<file path="src/rtl/mod_step_counter.sv">
// Parametrised up/down step counter with runtime modulo limit, wrap/saturate
// mode, synchronous load, terminal-count flag and a registered wrap pulse.
module mod_step_counter #(
    parameter int WIDTH = 4,
    parameter int STEP  = 1
) (
    input  logic             clock,
    input  logic             reset,
    input  logic             enable,
    input  logic             load,
    input  logic [WIDTH-1:0] load_value,
    input  logic [WIDTH-1:0] limit,
    input  logic             down,
    input  logic             saturate,
    output logic [WIDTH-1:0] count,
    output logic             tc,
    output logic             wrapped
);

    localparam logic [WIDTH:0] STEP_X = (WIDTH+1)'(STEP);

    logic [WIDTH:0]   up_sum;
    logic [WIDTH:0]   dn_diff;
    logic [WIDTH:0]   limit_x;
    logic [WIDTH-1:0] load_clamped;
    logic [WIDTH-1:0] count_nxt;
    logic             wrapped_nxt;

    // One guard bit so neither the add nor the subtract can alias modulo 2^WIDTH.
    assign limit_x      = {1'b0, limit};
    assign up_sum       = {1'b0, count} + STEP_X;
    assign dn_diff      = {1'b0, count} - STEP_X;
    assign load_clamped = (load_value > limit) ? limit : load_value;

    always_comb begin
        count_nxt   = count;
        wrapped_nxt = 1'b0;
        if (load) begin
            count_nxt = load_clamped;
        end else if (enable) begin
            if (!down) begin
                if (up_sum <= limit_x) begin
                    count_nxt = up_sum[WIDTH-1:0];
                end else if (saturate) begin
                    count_nxt = limit;
                end else begin
                    count_nxt   = '0;
                    wrapped_nxt = 1'b1;
                end
            end else begin
                // A count stranded above a lowered limit is clamped, not wrapped.
                if (count > limit) begin
                    count_nxt = limit;
                end else if (!dn_diff[WIDTH]) begin
                    count_nxt = dn_diff[WIDTH-1:0];
                end else if (saturate) begin
                    count_nxt = '0;
                end else begin
                    count_nxt   = limit;
                    wrapped_nxt = 1'b1;
                end
            end
        end
    end

    always_ff @(posedge clock) begin
        if (reset) begin
            count   <= '0;
            wrapped <= 1'b0;
        end else begin
            count   <= count_nxt;
            wrapped <= wrapped_nxt;
        end
    end

    assign tc = down ? (count == '0) : (count == limit);

endmodule

</file>
<file path="config.mk">
export PLATFORM = sky130hd
export DESIGN_NAME = mod_step_counter
export DESIGN_NICKNAME = d
export VERILOG_FILES = /design/src/rtl/mod_step_counter.sv
export SDC_FILE = /design/constraint.sdc
export NUM_CORES = 1
export LEC_CHECK = 0
export ABC_AREA = 1
export BUFFER_PORTS_ARGS = -buffer_cell sky130_fd_sc_hd__clkbuf_2
export CAP_MARGIN = 5
export CORE_AREA = 2 2 48 50
export DETAILED_ROUTE_END_ITERATION = 12
export DIE_AREA = 0 0 50 52
export PLACE_DENSITY = 0.71
export SYNTH_ARGS = -nofsm -noshare
export SYNTH_HDL_FRONTEND = slang
export SYNTH_SLANG_ARGS = --single-unit
export TNS_END_PERCENT = 10
</file>
<file path="constraint.sdc">
create_clock -name clock -period 1.9 [get_ports clock]
set_input_delay 0.19 -clock clock [delete_from_list [all_inputs] [get_ports clock]]
set_output_delay 0.19 -clock clock [all_outputs]
set_load 0.01 [all_outputs]
</file>
Word level (Yosys, flattened, before mapping)
Cells that the tools add are included.
{ "word_totals": {"inputBits": 14, "regBits": 5, "word_cells": 27} }
{ "op_classes": {"mux": 15, "n_lt_le_gt_ge": 3, "n_eq_ne": 1, "reduce_logical": 3, "addsub": 2, "bitwise_logic": 1} }
{ "op_table": {"columns": ["operator", "count"], "rows": [
  ["$mux W4", 9],
  ["$gt A4 B4 Y1", 2],
  ["$mux W1", 6],
  ["$add A4 B1 Y5 const B", 1],
  ["$le A5 B4 Y1", 1],
  ["$sub A4 B1 Y5 const B", 1],
  ["$eq A4 B4 Y1", 1],
  ["$logic_not A4 Y1", 1],
  ["$reduce_or A3 Y1", 1],
  ["$reduce_bool A2 Y1", 1],
  ["$not A1 Y1", 1]
]} }

Logic depth before layout (Yosys ltp)
Gate-level depths: netlist of the first run.
{ "depth": {"ltp_word": 6, "depth_mapped": 14} }

Worst setup path before layout of the first run
OpenSTA, ideal clock, no wires.
{ "synth_timing": {"kind": "register -> register", "startpoint": "register count[0]", "endpoint": "register count[3]", "t_arrival_ps": 1806, "period_less_slack_ps": 1872, "path_stages_with_launch": 12, "setup_ps": 66, "n_path_buf": 0, "setup_slack_ps": 28, "path_cell_list": "dfxtp_1 -> inv_1 -> ha_1 -> ha_1 -> nand3_1 -> nand2_1 -> nand2_1 -> nand2_1 -> nand2_1 -> nand3_1 -> nand3_2 -> a21oi_2"} }
{ "synth_between": {"elab_chain_cells": 6, "elab_cells_between_ends": 10} }
{ "synth_lines": {"columns": ["element", "line_no", "text"], "rows": [
  ["start: declaration", "15", "output logic [WIDTH-1:0] count,"],
  ["start signal: assignment", "71", "count <= count_nxt;"],
  ["$add A4 B1 Y5 or $sub A4 B1 Y5 (tied branches)", "31, 32", null],
  ["$le A5 B4 Y1 or $mux W4 (tied branches)", "42, 54", null],
  ["$mux W4, on equally long branches", "42, 52", null],
  ["$mux W4 *", "41", "if (!down) begin"],
  ["$mux W4 *", "40", "end else if (enable) begin"],
  ["$mux W4 *", "38", "if (load) begin"]
]} }
Every way passes the cells marked *; elsewhere a longest branch is shown, timed or not. The select of a mux whose other input is x is not followed.
A chain may end at the register's enable or synchronous reset.

Worst setup path in the final report of the first run
{ "layout_timing": {"startpoint": "register count[1]", "endpoint": "register count[1]"} }
The elaborated chain is that of the path after synthesis.

==> summary.txt, run 1 <==
Outcome
  – Status: finished with violations
  – Failing checks: negative setup slack

Pwr
  – Leak pwr: ~0.72 nW
  – Power Dens Cells: between 500 and 600 nW/um^2
  – Worst vdd ir: 385 uV

Route
  – Drt pass-1 iters: 4
  – WL/cell: 13.3 um
  – Final wirelength: between 3000 and 4000 um
  – DR DRC count: 0
  – First-iteration detailed-routing DRC count: 37
  – Routed Antenna Nets: 0
  – Via count: 1,192
  – Vias per inst: between 5 and 6

Floorplanning
  – Core area: 2110 sq um
  – Num ports: 20
  – Die X: around 50 um
  – Die area: about 2600 sq um
  – Site Rows: 17
  – Initial Util: between 40% and 50%
  – Die span in y: between 50 and 60 um

Timing
  – Final setup vio count: 4
  – Max Fclk: between 400 and 500 MHz
  – Fin crit share: 105%
  – Clk_skew: between 4 and 5 ps
  – RSZ-0062 raised after global routing: true
  – Final worst slack: -103 ps
  – Least-Margin Pin Slew: approximately 300 ps
  – Hold Slack: 187 ps
  – Slew Limit Fails: 0
  – Fin. Hold Viols: 0
  – Worst slew margin: 79.8%
  – Crit path time final: 2000 ps

Logic synthesis
  – Ys Warns: 0
  – Top cell type's share of synthesized area: about a fifth
  – Syn_area_per_cell: 5.96 sq um
  – Register bit total from synthesis: 5
  – Netlist Area Pre-Place: 995 sq um
  – Fraction of the yosys area taken by sequential cells: 10.1%
  – Synth area leaders: ha_1 (19%), nand2_1 (17%), nand3_1 (12%)
  – Gate Count Post-Synth: around 170
  – Syn_nets: a little under 200
  – Yosys top cell by area: ha_1
  – Synth cell types: 23

Global route
  – Initial antenna violation count: 0
  – Largest net degree at the start of global routing: 9
  – First-pass GRT wire length: 4860 um
  – Grt ovf: 0
  – All-Layer GR Usage: 24.7%
  – Vias in the first global route: roughly 1.1k

Job
  – Max-cap viol count: 0

Clocking
  – CTS tree: yes
  – Worst-path clk slew: around 50 ps
  – # clock sinks: 5
  – Num CTS Buffers: 3
  – H-tree depth: 1
  – Skew-Pair Late Insertion Delay: between 200 and 300 ps
  – CTS max path bufs: 2
  – Root buffer cell: clkbuf_4

Worst hold path
  – Hold Crit Start: enable
  – Min-Delay Path Depth: 3
  – Hold Path End: wrapped
  – HP Class: primary input to flip-flop

Setup path
  – Worst flop-to-flop path endpoint: count[1]
  – Critical Path End Type: flip-flop
  – R2R Path Start: count[1]
  – CP startpoint: count[1]
  – Crit path arrival time: 2190 ps
  – Data required, critical path: between 2000 and 2500 ps
  – CP max FO: 5
  – Setup crit start kind: flip-flop
  – Reg2Reg Depth: 12
  – Crit path kind: flip-flop to flip-flop
  – R2R setup slack: -100 ps

Final layout
  – Area Overhead vs Synth: 29.6%
  – Storage cell area: 109 sq um
  – Final Instance Count excl. Fillers: 227
  – Fill cells: 205
  – Area of the multi-input gates: approximately 830 sq um
  – Share of layout cells above drive strength 1: a little under 30%
  – Diode count: 0
  – NumNets Final: between 200 and 250

Place
  – Port Buffers: 19
  – Final GP Congestion: ~0.9
  – Pre-CTS setup slack: -182 ps
  – Placed cell count: 220
  – HPWL Detailed: roughly 2300 um
-- routing by layer --
metal | vias to the layer above | GRT usage [%] | wire [um]
li1 | 609 | - | -
met1 | 535 | 28.2 | 1270
met2 | 40 | 45.4 | 1540
met3 | 8 | 2.59 | 139
met4 | 0 | 12.5 | 68
met5 | - | 0 | 0
-- registers in the layout, summed over array words and instances, names as in the netlist --
signal   flops
wrapped      1
count        4
-- cell usage in the layout (no fill, tap or decap) --
master and instances:
nand4_1 5, ha_1 14, ha_4 1, dfxtp_4 2, inv_1 27, o21ai_0 5, o21ai_1 2, clkbuf_2 19
dfxtp_1 2, nand3_2 5, clkbuf_1 1, nand2_2 4, clkbuf_4 3, nand3_1 21, nor2_4 1, clkinv_1 1
o21ai_2 1, nand3_4 1, nand2_1 41, a21oi_1 8, nor2_1 12, xor2_2 2, inv_4 1, xor2_1 1
a21boi_2 1, nand2_4 1, a21oi_2 4, buf_4 11, dfxtp_2 1, nand3b_1 1
-- through the flow --
stage / TNS, ps / total power, mW / utilization (%) / cell area [sq um]
2_1_floorplan: 0 / 0.435 / - / 995
3_3_place_gp: -199 / 0.554 / 55.6 / 1170
3_5_place_dp: -670 / 0.569 / 55.6 / 1170
4_1_cts: -28.8 / 0.724 / 58.8 / 1240
5_1_grt: -653 / 0.825 / 61.2 / 1290
6_report: -348 / 0.758 / 61.2 / 1290
-- timing repair --
item | in CTS | in global routing
setup endpoints to repair | 6 | 6
hold endpoints to repair | 0 | 0
pin swaps | 1 | 11
hold buffers | 0 | 0
resized for setup | 8 | 9
setup buffers | 3 | 0
-- power breakdown --
part	leakage [nW]	internal [mW]	switching [mW]	total, mW
clock network	0.0150	0.0801	0.0537	0.134
logic	0.661	0.196	0.293	0.489
registers	0.0428	0.117	0.0179	0.135
-- layout make-up --
cell class                      instances  area share (%)
Multi-Input combinational cell        131            64.4
Sequential cell                         5            8.45
Timing Repair Buffer                   30            13.8
Inverter                               29            8.64
Tap cell                               28            2.72
Clock buffer                            4            2.04
-- worst max-delay path by stage --
stage,endpoint,cells after the start
floorplan,count[3],11
global placement,count[1],13
detailed placement,count[1],13
CTS,count[1],12
global route,count[1],12
finish,count[1],12
-- worst max-delay path, stage by stage (launching register included) --
cell	delay, ps
dfxtp_4	380
ha_4	180
xor2_2	150
ha_1	310
nand2_1	100
nor2_1	50
nor2_1	130
nand2_1	120
a21boi_2	190
nand2_1	80
nand3_2	70
nand2_2	60
a21oi_2	130
-- cells in the mapped netlist (all sizes together) --
library cell and count:
buf 1, nand3b 1, inv 28, dfxtp 5, nor2 13, o21ai 8, clkinv 1, nand3 27
clkbuf 1, a21boi 1, xor2 3, a21oi 12, ha 15, nand2 46, nand4 5
-- kinds of logic (layout without fill, tap and decap cells) --
logic type / count (synthesis) / in the layout / share of synthesized area [%]
xor+xnor: 3 / 3 / 2.64
compound gates: 21 / 21 / 12.7
buf+inv: 31 / 63 / 12.7
flops: 5 / 5 / 10.1
fa+ha+maj: 15 / 15 / 18.9
simple gates: 92 / 92 / 43.0
Power figures use the tool's default switching activity.
==> run 2, diff against run 1 <==
--- a/config.mk
+++ b/config.mk
@@ -6,12 +6,12 @@
 export NUM_CORES = 1
 export LEC_CHECK = 0
 export ABC_AREA = 1
-export BUFFER_PORTS_ARGS = -buffer_cell sky130_fd_sc_hd__clkbuf_2
 export CAP_MARGIN = 5
 export CORE_AREA = 2 2 48 50
 export DETAILED_ROUTE_END_ITERATION = 12
 export DIE_AREA = 0 0 50 52
-export PLACE_DENSITY = 0.71
+export DONT_BUFFER_PORTS = 1
+export PLACE_DENSITY = 0.63
 export SYNTH_ARGS = -nofsm -noshare
 export SYNTH_HDL_FRONTEND = slang
 export SYNTH_SLANG_ARGS = --single-unit
==> run 2 against run 1 <==
Compared with the run above:
- the flow now finishes without violations
- critical path depth did not move
- combinational power fell by 6.3%
- worst setup slack improved by 120 ps
- count of clock-buffer cells in the layout did not move
- routed wire length fell by 6.2%
- first-iteration DRC count rose by 11%
- via count fell by 5.8%
- global-route usage fell by 2.6 points
- clock skew fell by 2.9 ps
- flip-flop and latch count did not move
- register-to-register slack improved by 120 ps
- utilization fell by 4.5 points
- critical path type unchanged
- critical endpoint is now count[2]
- largest cell class unchanged
- largest power group unchanged
- highest routed layer unchanged
==> summary.txt, run 2 (synthesized netlist as in run 1, its figures left out) <==
Outcome
  – Status: complete, no violations

Timing
  – Least-Margin Pin Slew: ~300 ps
  – Worst slew margin: between 70% and 80%
  – Hold Slack: approximately 92 ps
  – Fin crit share: between 90 and 100%
  – RSZ-0062 raised after global routing: true
  – Final setup vio count: 0
  – Max Fclk: roughly 530 MHz
  – Clk_skew: roughly 1.3 ps
  – Fin. Hold Viols: 0
  – Slew Limit Fails: 0
  – Crit path time final: ~1900 ps

Pwr
  – Leak pwr: roughly 0.63 nW
  – Power Dens Cells: 596 nW/um^2
  – Worst vdd ir: approximately 360 uV

Route
  – First-iteration detailed-routing DRC count: 41
  – Routed wl met2: about 1400 um
  – Wl on met1: around 1100 um
  – Final wirelength: roughly 2800 um
  – Drt pass-1 iters: 5
  – DR DRC count: 0
  – Via count: 1,123
  – Met3 routed WL: slightly above 200 um
  – Routed Antenna Nets: 0
  – WL/cell: around 14 um
  – Vias per inst: 5.45
  – DR top layer: met4

Final layout
  – Largest registers: count (4), wrapped (1)
  – Area Overhead vs Synth: 20.1%
  – Most common cell after layout, fill and taps aside: nand2_1
  – Largest register FFs: 4
  – Diode count: 0
  – NumNets Final: ~210
  – Final instance area: about 1200 sq um
  – Fill cells: between 200 and 250
  – Most frequent cells in the layout: nand2_1 (38), inv_1 (27), nand3_1 (21)
  – Share of layout cells above drive strength 1: a little under a quarter
  – Top reg by flops: count

Worst hold path
  – HP Class: primary input to flip-flop

Global route
  – Initial antenna violation count: 0
  – Largest net degree at the start of global routing: 9
  – All-Layer GR Usage: approximately 22%
  – Grt ovf: 0
  – First-pass GRT wire length: 4340 um
  – Vias in the first global route: 1,034

Setup path
  – Critical-path top delay cell: dfxtp_4
  – Crit-path max cell delay: 370 ps
  – Critical path's top delay family: simple AND/OR/NAND/NOR gates
  – Crit path kind: flip-flop to flip-flop
  – Cells along the critical path: ha_4, xor2_2, ha_1, nand2_1, nor2_1, nor2_1, nand2_2, a21boi_2, nand2_1, nand3_1, nand2_1, a21oi_2
  – Top cell by count, worst path: nand2_1
  – Setup crit start kind: flip-flop
  – Data required, critical path: 2070 ps
  – Crit path arrival time: approximately 2100 ps
  – Critical Path End Type: flip-flop
  – Crit path buffers/inverters: 0
  – CP max FO: 5

Floorplanning
  – Site Rows: 17
  – Num ports: 20
  – Die span in y: around 52 um
  – Initial Util: around 47%
  – Die area: approximately 2600 sq um
  – Die X: ~50 um
  – Core area: roughly 2100 sq um

Clocking
  – Worst-path clk slew: about 40 ps
  – Num CTS Buffers: 3
  – CTS tree: yes
  – Root buffer cell: clkbuf_4
  – H-tree depth: 1
  – Skew-Pair Late Insertion Delay: ~240 ps
  – CTS max path bufs: 2
  – # clock sinks: 5

Job
  – Max-cap viol count: 0

Place
  – Final GP Congestion: 0.787
  – Placement Cell Area: about 1100 sq um
  – HPWL Detailed: between 2000 and 2500 um
  – Port Buffers: 0
run 2: cell count changes in the layout (fill, tap and decap cells not counted):
| cell | before | now |
|---|---|---|
| clkbuf_2 | 19 | 0 |
| nand2_1 | 41 | 38 |
| buf_4 | 11 | 9 |
| nand2_2 | 4 | 6 |
| nand2_4 | 1 | 2 |
| o21ai_0 | 5 | 4 |
| o21ai_2 | 1 | 2 |
run 2: layer usage:
layer / track usage, % / vias up
li1: - / 563
met1: 23.0 / 507
met2: 41.4 / 43
met3: 5.75 / 10
met4: 9.72 / 0
met5: 0 / -
run 2: final timing paths:
path | startpoint | endpoint | slack [ps] | cells after the start
min reg2reg | count[2] | count[2] | 620 | 2
min | enable | wrapped | 90 | 2
max reg2reg | count[1] | count[2] | 10 | 12
max | count[1] | count[2] | 10 | 12
run 2: repair_timing:
action | in CTS | in global routing
pin swaps | 1 | 11
setup endpoints to repair | 5 | 5
buffers inserted | 0 | 1
gates resized for setup | 3 | 20
hold buffers | 0 | 0
run 2: through the flow:
| step | TNS, ps | setup WS [ps] | utilization [%] | power [mW] | instances |
|---|---|---|---|---|---|
| after floorplan | 0 | 27.5 | - | 0.435 | 167 |
| after global placement | -16.0 | -11.1 | 51.0 | 0.523 | 201 |
| after detailed placement | -212 | -64.1 | 51.0 | 0.532 | 201 |
| after CTS | 0 | 4.21 | 52.4 | 0.658 | 205 |
| after global routing | -347 | -112 | 56.7 | 0.790 | 206 |
| final | 0 | 13.5 | 56.7 | 0.712 | 206 |
run 2: worst register-to-register path: cells and delay by family (launching register included):
| family | cells | cell delay, ps |
|---|---|---|
| compound gates | 2 | 290 |
| xor+xnor | 1 | 140 |
| fa+ha+maj | 2 | 440 |
| flops | 1 | 370 |
| simple gates | 7 | 580 |
run 2: area by class of cell:
type / instances / area (sq um) / area share (%)
inverters: 29 / 111 / 9.32
clock buffers: 4 / 26.3 / 2.20
flip-flops and latches: 5 / 109 / 9.11
well taps: 28 / 35.0 / 2.93
repair buffers: 9 / 67.6 / 5.65
multi-input cells: 131 / 846 / 70.8
run 2: power by group:
| part | switching, mW | total, mW | internal [mW] |
|---|---|---|---|
| Clock | 0.0397 | 0.119 | 0.0791 |
| Sequential | 0.0166 | 0.134 | 0.118 |
| Combinational | 0.278 | 0.458 | 0.180 |
==> run 3, diff against run 2 <==
--- a/config.mk
+++ b/config.mk
@@ -7,11 +7,11 @@
 export LEC_CHECK = 0
 export ABC_AREA = 1
 export CAP_MARGIN = 5
-export CORE_AREA = 2 2 48 50
+export CORE_AREA = 2 2 44 46
 export DETAILED_ROUTE_END_ITERATION = 12
-export DIE_AREA = 0 0 50 52
+export DIE_AREA = 0 0 46 48
 export DONT_BUFFER_PORTS = 1
-export PLACE_DENSITY = 0.63
+export PLACE_DENSITY = 0.73
 export SYNTH_ARGS = -nofsm -noshare
 export SYNTH_HDL_FRONTEND = slang
 export SYNTH_SLANG_ARGS = --single-unit
==> run 3 against run 2 <==
Compared with the run above:
- the flow now finishes with violations (negative setup slack)
- worst setup slack got worse by 61 ps
- first-iteration DRC count fell by 39%
- critical path depth did not move
- register-to-register slack got worse by 60 ps
- non-clock buffer count rose by 3
- maximum frequency fell by 3.1%
- cell area rose by 4.5%
- largest cell class unchanged
- highest routed layer unchanged
==> summary.txt, run 3 (synthesized netlist as in run 1, its figures left out) <==
Outcome
  – Status: finished with violations
  – Failing checks: negative setup slack

Setup path
  – Crit-path max cell delay: around 390 ps
  – R2R setup slack: -50 ps
  – Critical-path top delay cell: dfxtp_4
  – Crit path kind: flip-flop to flip-flop
  – Reg2Reg Depth: 12
  – Crit path buffers/inverters: 0
  – Cells along the critical path: ha_4, xor2_4, ha_4, nand2_2, nor2_1, nor2_1, nand2_1, a21boi_2, nand2_1, nand3_1, nand2_1, a21oi_2
  – Worst flop-to-flop path endpoint: count[1]
  – Data required, critical path: around 2100 ps
  – CP max FO: 5
  – Setup crit start kind: flip-flop
  – Top cell by count, worst path: nand2_1
  – Critical Path End Type: flip-flop
  – Crit path arrival time: about 2100 ps
  – R2R Path Start: count[1]
  – Critical path's top delay family: simple AND/OR/NAND/NOR gates

Timing
  – Fin. Hold Viols: 0
  – Fin crit share: 103%
  – RSZ-0062 raised after global routing: true
  – Slew Limit Fails: 0
  – Worst slew margin: approximately 80%
  – Crit path time final: between 1500 and 2000 ps
  – Final setup vio count: 4
  – Least-Margin Pin Slew: 301 ps
  – Final worst slack: -47.8 ps
  – Clk_skew: about 3.0 ps
  – Setup TNS: -119 ps
  – Hold Slack: ~100 ps
  – Max Fclk: 513 MHz

Pwr
  – Leak pwr: between 0.6 and 0.7 nW
  – Total Power: 744 uW
  – Power Dens Cells: 596 nW/um^2
  – Worst vdd ir: 433 uV

Final layout
  – Top reg by flops: count
  – Final instance area: ~1200 sq um
  – Final core utilization: approximately 74%
  – Largest register FFs: 4
  – Area Overhead vs Synth: 25.5%
  – Share of layout cells above drive strength 1: between 20% and 30%
  – Diode count: 0
  – Largest registers: count (4), wrapped (1)
  – Most common cell after layout, fill and taps aside: nand2_1
  – NumNets Final: around 210
  – Most frequent cells in the layout: nand2_1 (40), inv_1 (26), nand3_1 (22)
  – Final Instance Count excl. Fillers: just under 200

Route
  – Drt pass-1 iters: 5
  – WL/cell: between 10 and 15 um
  – Vias per inst: 5.65
  – First-iteration detailed-routing DRC count: 25
  – Final wirelength: 2790 um
  – Via count: around 1.1k
  – Routed Antenna Nets: 0
  – DR DRC count: 0

Clocking
  – CTS tree: yes
  – Root buffer cell: clkbuf_4
  – Skew-Pair Late Insertion Delay: between 200 and 300 ps
  – Num CTS Buffers: 3
  – H-tree depth: 1
  – Worst-path clk slew: approximately 50 ps
  – # clock sinks: 5
  – CTS max path bufs: 2

Place
  – HPWL Detailed: ~2100 um
  – Placement Cell Area: 1080 sq um
  – Placed cell count: 193
  – Final GP Congestion: 0.860
  – Pre-CTS setup slack: -120 ps
  – Port Buffers: 0

Global route
  – First-pass GRT wire length: 4200 um
  – Grt ovf: 0
  – All-Layer GR Usage: between 20% and 30%
  – Vias in the first global route: approximately 970
  – Initial antenna violation count: 0
  – Met2 Usage GRT: about 52%
  – Busiest grt layer: met2
  – Largest net degree at the start of global routing: 9
  – Met1 usage: about a third
  – Met3 Use GR: 3.40%

Worst hold path
  – HP Class: primary input to flip-flop
  – Hold Path End: wrapped
  – Min-Delay Path Depth: 2
  – Hold Crit Start: enable

Floorplanning
  – Initial Util: 58.9%
  – Die span in y: ~48 um
  – Die area: ~2200 sq um
  – Die X: 46 um
  – Core area: 1690 sq um
  – Site Rows: 15
  – Num ports: 20

Job
  – Max-cap viol count: 0
-- run 3: cell count changes in the layout (fill, tap and decap cells not counted), moves of 2 or more --
cell	previous run	this run
ha_1	14	11
xor2_2	2	0
buf_4	9	12
ha_4	1	4
xor2_4	0	2
nand2_1	38	40
-- run 3: report_power, final --
group / internal, mW / leakage, nW / switching [mW]
Clock: 0.0798 / 0.0150 / 0.0499
Sequential: 0.118 / 0.0428 / 0.0176
Combinational: 0.196 / 0.586 / 0.283
Total: 0.394 / 0.644 / 0.351
-- run 3: per-layer routing --
metal  vias up  share of wire (%)
met2        44                 52
met4         0               0.61
met3         3                8.0
met5         -                  0
li1        574                  -
met1       498                 40
-- run 3: final cells by class --
type / instances / area (sq um)
sequential: 5 / 109
multi-input combinational: 131 / 891
inverter: 29 / 111
tap: 17 / 21.3
fill: 159 / 440
clock buffer: 4 / 26.3
timing repair buffer: 12 / 90.1
-- run 3: worst max path at each step --
stage                     startpoint  cells after the start       end  slack (ps)
after detailed placement    count[0]                     13  count[3]        -120
after global routing        count[1]                     12  count[1]        -210
after CTS                   count[0]                     13  count[3]         -20
final                       count[1]                     12  count[1]         -50
after global placement      count[0]                     13  count[1]           9
after floorplan             count[0]                     11  count[3]          30
-- run 3: repair_timing --
| item | CTS | global route |
|---|---|---|
| pin swaps | 1 | 13 |
| hold buffers | 0 | 0 |
| resized for setup | 7 | 18 |
| buffers inserted | 0 | 1 |
| setup endpoints to repair | 5 | 6 |
